===== src/rtl/current_averager_pkg.sv =====
// Shared register map, control/status bit positions and FSM state type
// for the current moving-average block.
package current_averager_pkg;

    localparam logic [2:0] ADDR_AVG    = 3'd0;
    localparam logic [2:0] ADDR_MAX    = 3'd1;
    localparam logic [2:0] ADDR_MIN    = 3'd2;
    localparam logic [2:0] ADDR_COUNT  = 3'd3;
    localparam logic [2:0] ADDR_THR    = 3'd4;
    localparam logic [2:0] ADDR_CTRL   = 3'd5;
    localparam logic [2:0] ADDR_STATUS = 3'd6;

    localparam int CTRL_CLEAR_BIT  = 0;
    localparam int CTRL_ENABLE_BIT = 1;
    localparam int STAT_FULL_BIT   = 0;
    localparam int STAT_OVC_BIT    = 1;

    localparam logic [31:0] THRESHOLD_RESET = 32'h7FFF_FFFF;

    typedef enum logic [1:0] {
        IDLE = 2'd0,
        FILL = 2'd1,
        RUN  = 2'd2
    } state_t;

endpackage


===== src/rtl/sample_ring.sv =====
// Circular sample window: exposes the slot about to be overwritten so the
// running sum can subtract it in the same cycle the new sample is added.
module sample_ring #(
    parameter int SAMPLE_WIDTH = 16,
    parameter int LOG2_WINDOW  = 4
) (
    input  logic                    clk,
    input  logic                    reset,
    input  logic                    wr_en_i,
    input  logic                    clear_i,
    input  logic [SAMPLE_WIDTH-1:0] data_i,
    output logic [SAMPLE_WIDTH-1:0] old_o
);

    localparam int DEPTH = 1 << LOG2_WINDOW;

    logic [SAMPLE_WIDTH-1:0] ring_q [DEPTH];
    logic [LOG2_WINDOW-1:0]  wptr_q;

    always_ff @(posedge clk or posedge reset) begin
        if (reset) begin
            for (int i = 0; i < DEPTH; i++) ring_q[i] <= '0;
            wptr_q <= '0;
        end else if (clear_i) begin
            for (int i = 0; i < DEPTH; i++) ring_q[i] <= '0;
            wptr_q <= '0;
        end else if (wr_en_i) begin
            ring_q[wptr_q] <= data_i;
            wptr_q         <= wptr_q + 1'b1;
        end
    end

    assign old_o = ring_q[wptr_q];

endmodule


===== src/rtl/current_averager.sv =====
// Boxcar moving average of signed current samples with peak tracking,
// sticky overcurrent detection and an Avalon-MM register interface.
module current_averager
    import current_averager_pkg::*;
#(
    parameter int SAMPLE_WIDTH = 16,
    parameter int LOG2_WINDOW  = 4
) (
    input  logic                    clk,
    input  logic                    reset,
    input  logic                    sample_valid,
    input  logic [SAMPLE_WIDTH-1:0] sample_data,
    input  logic [2:0]              address,
    input  logic                    write,
    input  logic [31:0]             writedata,
    input  logic                    read,
    output logic [31:0]             readdata,
    output logic                    waitrequest,
    output logic [31:0]             current_average,
    output logic                    overcurrent
);

    localparam int SUM_W  = SAMPLE_WIDTH + LOG2_WINDOW;
    localparam int WINDOW = 1 << LOG2_WINDOW;

    state_t state_q, state_d;

    logic signed [SAMPLE_WIDTH-1:0] sample_s, old_s;
    logic [SAMPLE_WIDTH-1:0]        old_raw;
    logic signed [SUM_W-1:0]        sum_q, sum_d, sum_sh;
    logic signed [31:0]             avg_q, thr_q;
    logic signed [SAMPLE_WIDTH-1:0] max_q, min_q;
    logic [31:0]                    count_q, count_d;
    logic                           first_q, enable_q, enable_d, ovc_q, ovc_d;
    logic                           rd_pend_q, rd_start;
    logic [31:0]                    readdata_q, rd_mux;
    logic                           clear_wr, thr_wr, ctrl_wr, status_wr, accept;

    assign sample_s  = sample_data;
    assign old_s     = old_raw;
    assign ctrl_wr   = write && (address == ADDR_CTRL);
    assign thr_wr    = write && (address == ADDR_THR);
    assign status_wr = write && (address == ADDR_STATUS);
    assign clear_wr  = ctrl_wr && writedata[CTRL_CLEAR_BIT];
    assign enable_d  = ctrl_wr ? writedata[CTRL_ENABLE_BIT] : enable_q;
    // A clear in the same cycle as a strobe drops the sample.
    assign accept    = sample_valid && (state_q != IDLE) && !clear_wr;

    sample_ring #(
        .SAMPLE_WIDTH (SAMPLE_WIDTH),
        .LOG2_WINDOW  (LOG2_WINDOW)
    ) u_ring (
        .clk     (clk),
        .reset   (reset),
        .wr_en_i (accept),
        .clear_i (clear_wr),
        .data_i  (sample_data),
        .old_o   (old_raw)
    );

    assign sum_d   = sum_q + SUM_W'(sample_s) - SUM_W'(old_s);
    assign sum_sh  = sum_q >>> LOG2_WINDOW;
    assign count_d = (count_q == 32'hFFFF_FFFF) ? count_q : count_q + 32'd1;

    always_comb begin
        ovc_d = ovc_q;
        if (status_wr && writedata[STAT_OVC_BIT]) ovc_d = 1'b0;
        // Set after the W1C so a fresh exceed wins.
        if ((state_q == RUN) && (avg_q > thr_q)) ovc_d = 1'b1;
    end

    always_ff @(posedge clk or posedge reset) begin
        if (reset) state_q <= FILL;
        else       state_q <= state_d;
    end

    always_comb begin
        state_d = state_q;
        if (!enable_d) begin
            state_d = IDLE;
        end else if (clear_wr) begin
            state_d = FILL;
        end else begin
            case (state_q)
                IDLE:    state_d = (count_q >= 32'(WINDOW)) ? RUN : FILL;
                FILL:    if (accept && (count_q >= 32'(WINDOW - 1))) state_d = RUN;
                RUN:     state_d = RUN;
                default: state_d = IDLE;
            endcase
        end
    end

    always_ff @(posedge clk or posedge reset) begin
        if (reset) begin
            sum_q    <= '0;
            avg_q    <= '0;
            count_q  <= '0;
            max_q    <= '0;
            min_q    <= '0;
            first_q  <= 1'b1;
            enable_q <= 1'b1;
            thr_q    <= THRESHOLD_RESET;
            ovc_q    <= 1'b0;
        end else begin
            enable_q <= enable_d;
            ovc_q    <= ovc_d;
            if (thr_wr) thr_q <= writedata;
            if (clear_wr) begin
                sum_q   <= '0;
                avg_q   <= '0;
                count_q <= '0;
                max_q   <= '0;
                min_q   <= '0;
                first_q <= 1'b1;
            end else begin
                avg_q <= 32'(sum_sh);
                if (accept) begin
                    sum_q   <= sum_d;
                    count_q <= count_d;
                    first_q <= 1'b0;
                    if (first_q || (sample_s > max_q)) max_q <= sample_s;
                    if (first_q || (sample_s < min_q)) min_q <= sample_s;
                end
            end
        end
    end

    always_comb begin
        rd_mux = '0;
        case (address)
            ADDR_AVG:    rd_mux = avg_q;
            ADDR_MAX:    rd_mux = 32'(max_q);
            ADDR_MIN:    rd_mux = 32'(min_q);
            ADDR_COUNT:  rd_mux = count_q;
            ADDR_THR:    rd_mux = thr_q;
            ADDR_CTRL:   rd_mux[CTRL_ENABLE_BIT] = enable_q;
            ADDR_STATUS: begin
                rd_mux[STAT_FULL_BIT] = (state_q == RUN);
                rd_mux[STAT_OVC_BIT]  = ovc_q;
            end
            default:     rd_mux = '0;
        endcase
    end

    // First read cycle captures data and stalls; the second completes.
    assign rd_start = read && !rd_pend_q;

    always_ff @(posedge clk or posedge reset) begin
        if (reset) begin
            rd_pend_q  <= 1'b0;
            readdata_q <= '0;
        end else begin
            rd_pend_q <= rd_start;
            if (rd_start) readdata_q <= rd_mux;
        end
    end

    assign waitrequest     = rd_start && !reset;
    assign readdata        = readdata_q;
    assign current_average = avg_q;
    assign overcurrent     = ovc_q;

endmodule


===== config.mk =====
export PLATFORM = sky130hd
export DESIGN_NAME = current_averager
export DESIGN_NICKNAME = d
export VERILOG_FILES = /design/src/rtl/current_averager_pkg.sv /design/src/rtl/sample_ring.sv /design/src/rtl/current_averager.sv
export SDC_FILE = /design/constraint.sdc
export NUM_CORES = 1
export LEC_CHECK = 0
export BUFFER_PORTS_ARGS = -buffer_cell sky130_fd_sc_hd__buf_2
export CORE_AREA = 2 2 244 246
export CTS_CLUSTER_SIZE = 10
export DETAILED_ROUTE_END_ITERATION = 8
export DIE_AREA = 0 0 246 248
export PLACE_DENSITY = 0.53
export SKIP_LAST_GASP = 1
export SLEW_MARGIN = 20
export SYNTH_ARGS = -nofsm -noshare
export SYNTH_HDL_FRONTEND = slang
export SYNTH_SLANG_ARGS = --single-unit

===== constraint.sdc =====
create_clock -name clk -period 26.8 [get_ports clk]
set_clock_uncertainty 0.2 [all_clocks]
set_input_delay 6.7 -clock clk [delete_from_list [all_inputs] [get_ports clk]]
set_output_delay 6.7 -clock clk [all_outputs]
set_load 0.03 [all_outputs]

==> flow_summary_export.csv <==
group,metric,value,unit
outcome,outcome,"finished clean",
critical_path,path_class,"input pin to output port",
drt,wl_met3,4920,um
power_and_ir_drop,p_per_area,111,nW/um2
critical_path,cp_data_required_time,19.90,ns
sta,worst_hold_slack,0.273,ns
drt,maxUsedRoutingLayer,"met4",
sta,slew_viol_final,0,
synth,synth_cell_type_count,79,
grt,grt-ovfl-total,0,
grt,grtUsageTotal,24.3,%
die,io_pins,122,
drt,wl,73300,um
synth,syn_area,23700,um2
synth,synth_nets,2721,
critical_path,crit_path_max_fanout,2,
placement,gp_congestion,0.852,
grt,first_global_vias,18900,
grt,grt_first_pass_wirelength,114000,um
power_and_ir_drop,peakVddDrop,57.0,uV
cells_and_area,drive_gt1_share,14.3,%
placement,io_buffers,121,
power_and_ir_drop,swShare,40.9,%
synth,synthCells,2552,
placement,dp_hpwl,47000,um
drt,wl_per_cell,21.9,um
cells_and_area,layout_commonest_cell,"nand2_1",
synth,ys_warn_count,0,
synth,synth_edf_count,0,
drt,antenna_left,0,
sta,relSlewSlack,27.2,%
cells_and_area,layout_common_cells,"nand2_1 (606), dfrtp_1 (394), a21oi_1 (314), inv_1 (163), buf_2 (121)",
die,die-area,61000,um2
min_path,hold_path.class,"register to register",
grt,antenna_found_initial,1,
drt,drt_first_iter_violations,1629,
synth,synth_top_cell_by_area,"dfrtp_1",
cells_and_area,area_growth,10.1,%
clock_network,cts_buffers,51,
clock_network,ctsHoldBuffers,0,
cells_and_area,n_antenna_cell,0,
clock_network,insertion_delay,0.61,ns
clock_network,post-cts-setup-buffers,0,
die,std_cell_rows,89,
synth,synth_seq_cells,430,
clock_network,cts.sink_count,430,
power_and_ir_drop,p_comb_share,44.9,%
synth,netlist.area_leader.share,41.7,%
synth,synth_area_per_cell,9.31,um2
clock_network,cts.path.max_buffers,3,
synth,synth_seq_area_share,45.5,%
synth,async_reset_ff_share,100,%
power_and_ir_drop,pwr-share-clk,22.1,%
sta,tightest_slew,1.09,ns
sta,hold_violations,0,
placement,place_area,24600,um2
power_and_ir_drop,p_int,1.71,mW
sta,period_share,52.3,%
drt,drc_errors,0,
die,die_height,248,um
clock_network,path_clk_slew,0.05,ns
clock_network,root_buffer,"clkbuf_16",
synth,synth_area_leaders,"dfrtp_1 (42%), nand2_1 (9.6%), mux4_2 (7.7%)",
power_and_ir_drop,p_sw,1.19,mW
synth,ys.flop_type,"dfrtp_1",
grt,grt_max_degree,110,
drt,vias,18900,
sta,min_period,14.02,ns
die,core,58500,um2
sta,fmax,71.3,MHz
sta,grt_setup_unrepaired,"no",
critical_path,cp-end-kind,"output port",
sta,fin_setup_tns,0,ns
die,initial_core_util,40.6,%
drt,drt-pass1-iter-count,6,
drt,wl_met1,33300,um
clock_network,cts_max_level,2,
power_and_ir_drop,seqPwrFrac,33.0,%
clock_network,cts_tree,"built",
drt,dr_wl_met2,33000,um
critical_path,cp.arrival,7.12,ns
job,maxCapViolCount,0,
cells_and_area,post-route-cell-area,26200,um2
critical_path,worst_setup_path_start_kind,"input pin",
drt,viasPerCell,5.64,
cells_and_area,fin_nets,2712,
power_and_ir_drop,leakage,11.7,nW
die,die_x,246,um
sta,setup_viol,0,
clock_network,ctsResizeCount,0,
## synth_stat cells, types with 16 or more instances
| cell | number |
|---|---|
| nand2_1 | 606 |
| dfrtp_1 | 396 |
| a21oi_1 | 314 |
| inv_1 | 164 |
| clkbuf_1 | 147 |
| o21ai_0 | 99 |
| ha_1 | 94 |
| nand3_1 | 93 |
| mux4_2 | 81 |
| nor2_1 | 73 |
| dfstp_2 | 34 |
| a22o_1 | 30 |
| buf_2 | 28 |
| a22oi_1 | 27 |
| mux2i_1 | 23 |
| xnor2_1 | 23 |
| a221oi_1 | 19 |
| buf_4 | 19 |
| fa_1 | 19 |
| nor3_1 | 18 |
| nand4_1 | 17 |
| a21o_1 | 16 |
| buf_1 | 16 |
## power groups by stage
stage	Combinational, mW	Sequential, mW	Clock [mW]
2_1_floorplan	0.974	0.934	0
3_3_place_gp	1.27	0.959	0
3_5_place_dp	1.30	0.963	0
4_1_cts	1.30	0.953	0.654
5_1_grt	1.46	0.974	0.684
6_report	1.30	0.956	0.640
## area by class of cell
cell class / count / area [um2]
Fill cell: 5705 / 32300
Multi-Input combinational cell: 1743 / 11400
Sequential cell: 430 / 10800
Clock buffer: 79 / 1420
Tap cell: 773 / 967
Timing Repair Buffer: 153 / 871
Inverter: 164 / 623
Clock inverter: 6 / 62.6
## sequential cells by signal, summed over array words and instances (netlist names)
name             flops
overcurrent          1
rd_pend_q            1
state_q              2
sum_q               20
first_q              1
enable_q             1
max_q               16
u_ring.ring_q      256
thr_q               32
readdata            32
current_average     16
count_q             32
u_ring.wptr_q        4
min_q               16
## through the flow
step | cells | worst slack (ns) | total power, mW | utilization [%]
finish | 3348 | 12.78 | 2.90 | 44.7
global route | 3348 | 12.73 | 3.12 | 44.7
CTS | 3347 | 12.78 | 2.91 | 44.7
detailed placement | 3262 | 12.78 | 2.26 | 42.2
global placement | 3261 | 12.75 | 2.23 | 42.1
floorplan | 2552 | 7.98 | 1.91 | -
## layer usage
metal,global-route usage [%],vias to the layer above
li1,-,8716
met1,34.9,9435
met2,37.7,616
met3,3.91,108
met4,7.13,0
met5,0,-
## worst paths after layout
path                                  startpoint               end  slack [ns]  depth (start not counted)
worst min register to register      readdata[19]      readdata[19]        0.27                          2
min in group asynchronous                  reset       overcurrent        6.04                          2
max in group asynchronous                  reset  u_ring.wptr_q[1]       18.14                          4
worst max register to register  u_ring.wptr_q[0]         sum_q[17]       21.06                         12
worst min-delay path                readdata[19]      readdata[19]        0.27                          2
worst max-delay path                       reset       waitrequest       12.78                          3
## kinds of logic after synthesis
| logic type | count (synthesis) | synth area share, % |
|---|---|---|
| DFF | 430 | 45.5 |
| AOI/OAI and AO/OA | 587 | 14.7 |
| adders and majority gates | 113 | 6.55 |
| xor gates and xnor gates | 36 | 1.33 |
| and+or+nand+nor | 900 | 16.4 |
| buffers and inverters | 379 | 6.63 |
| muxes | 107 | 8.81 |
## critical path, stage by stage
cell and delay [ns]:
buf_2 0.13, nor2_1 0.09, buf_2 0.19
Note: power is estimated with default switching activity, not from simulation.
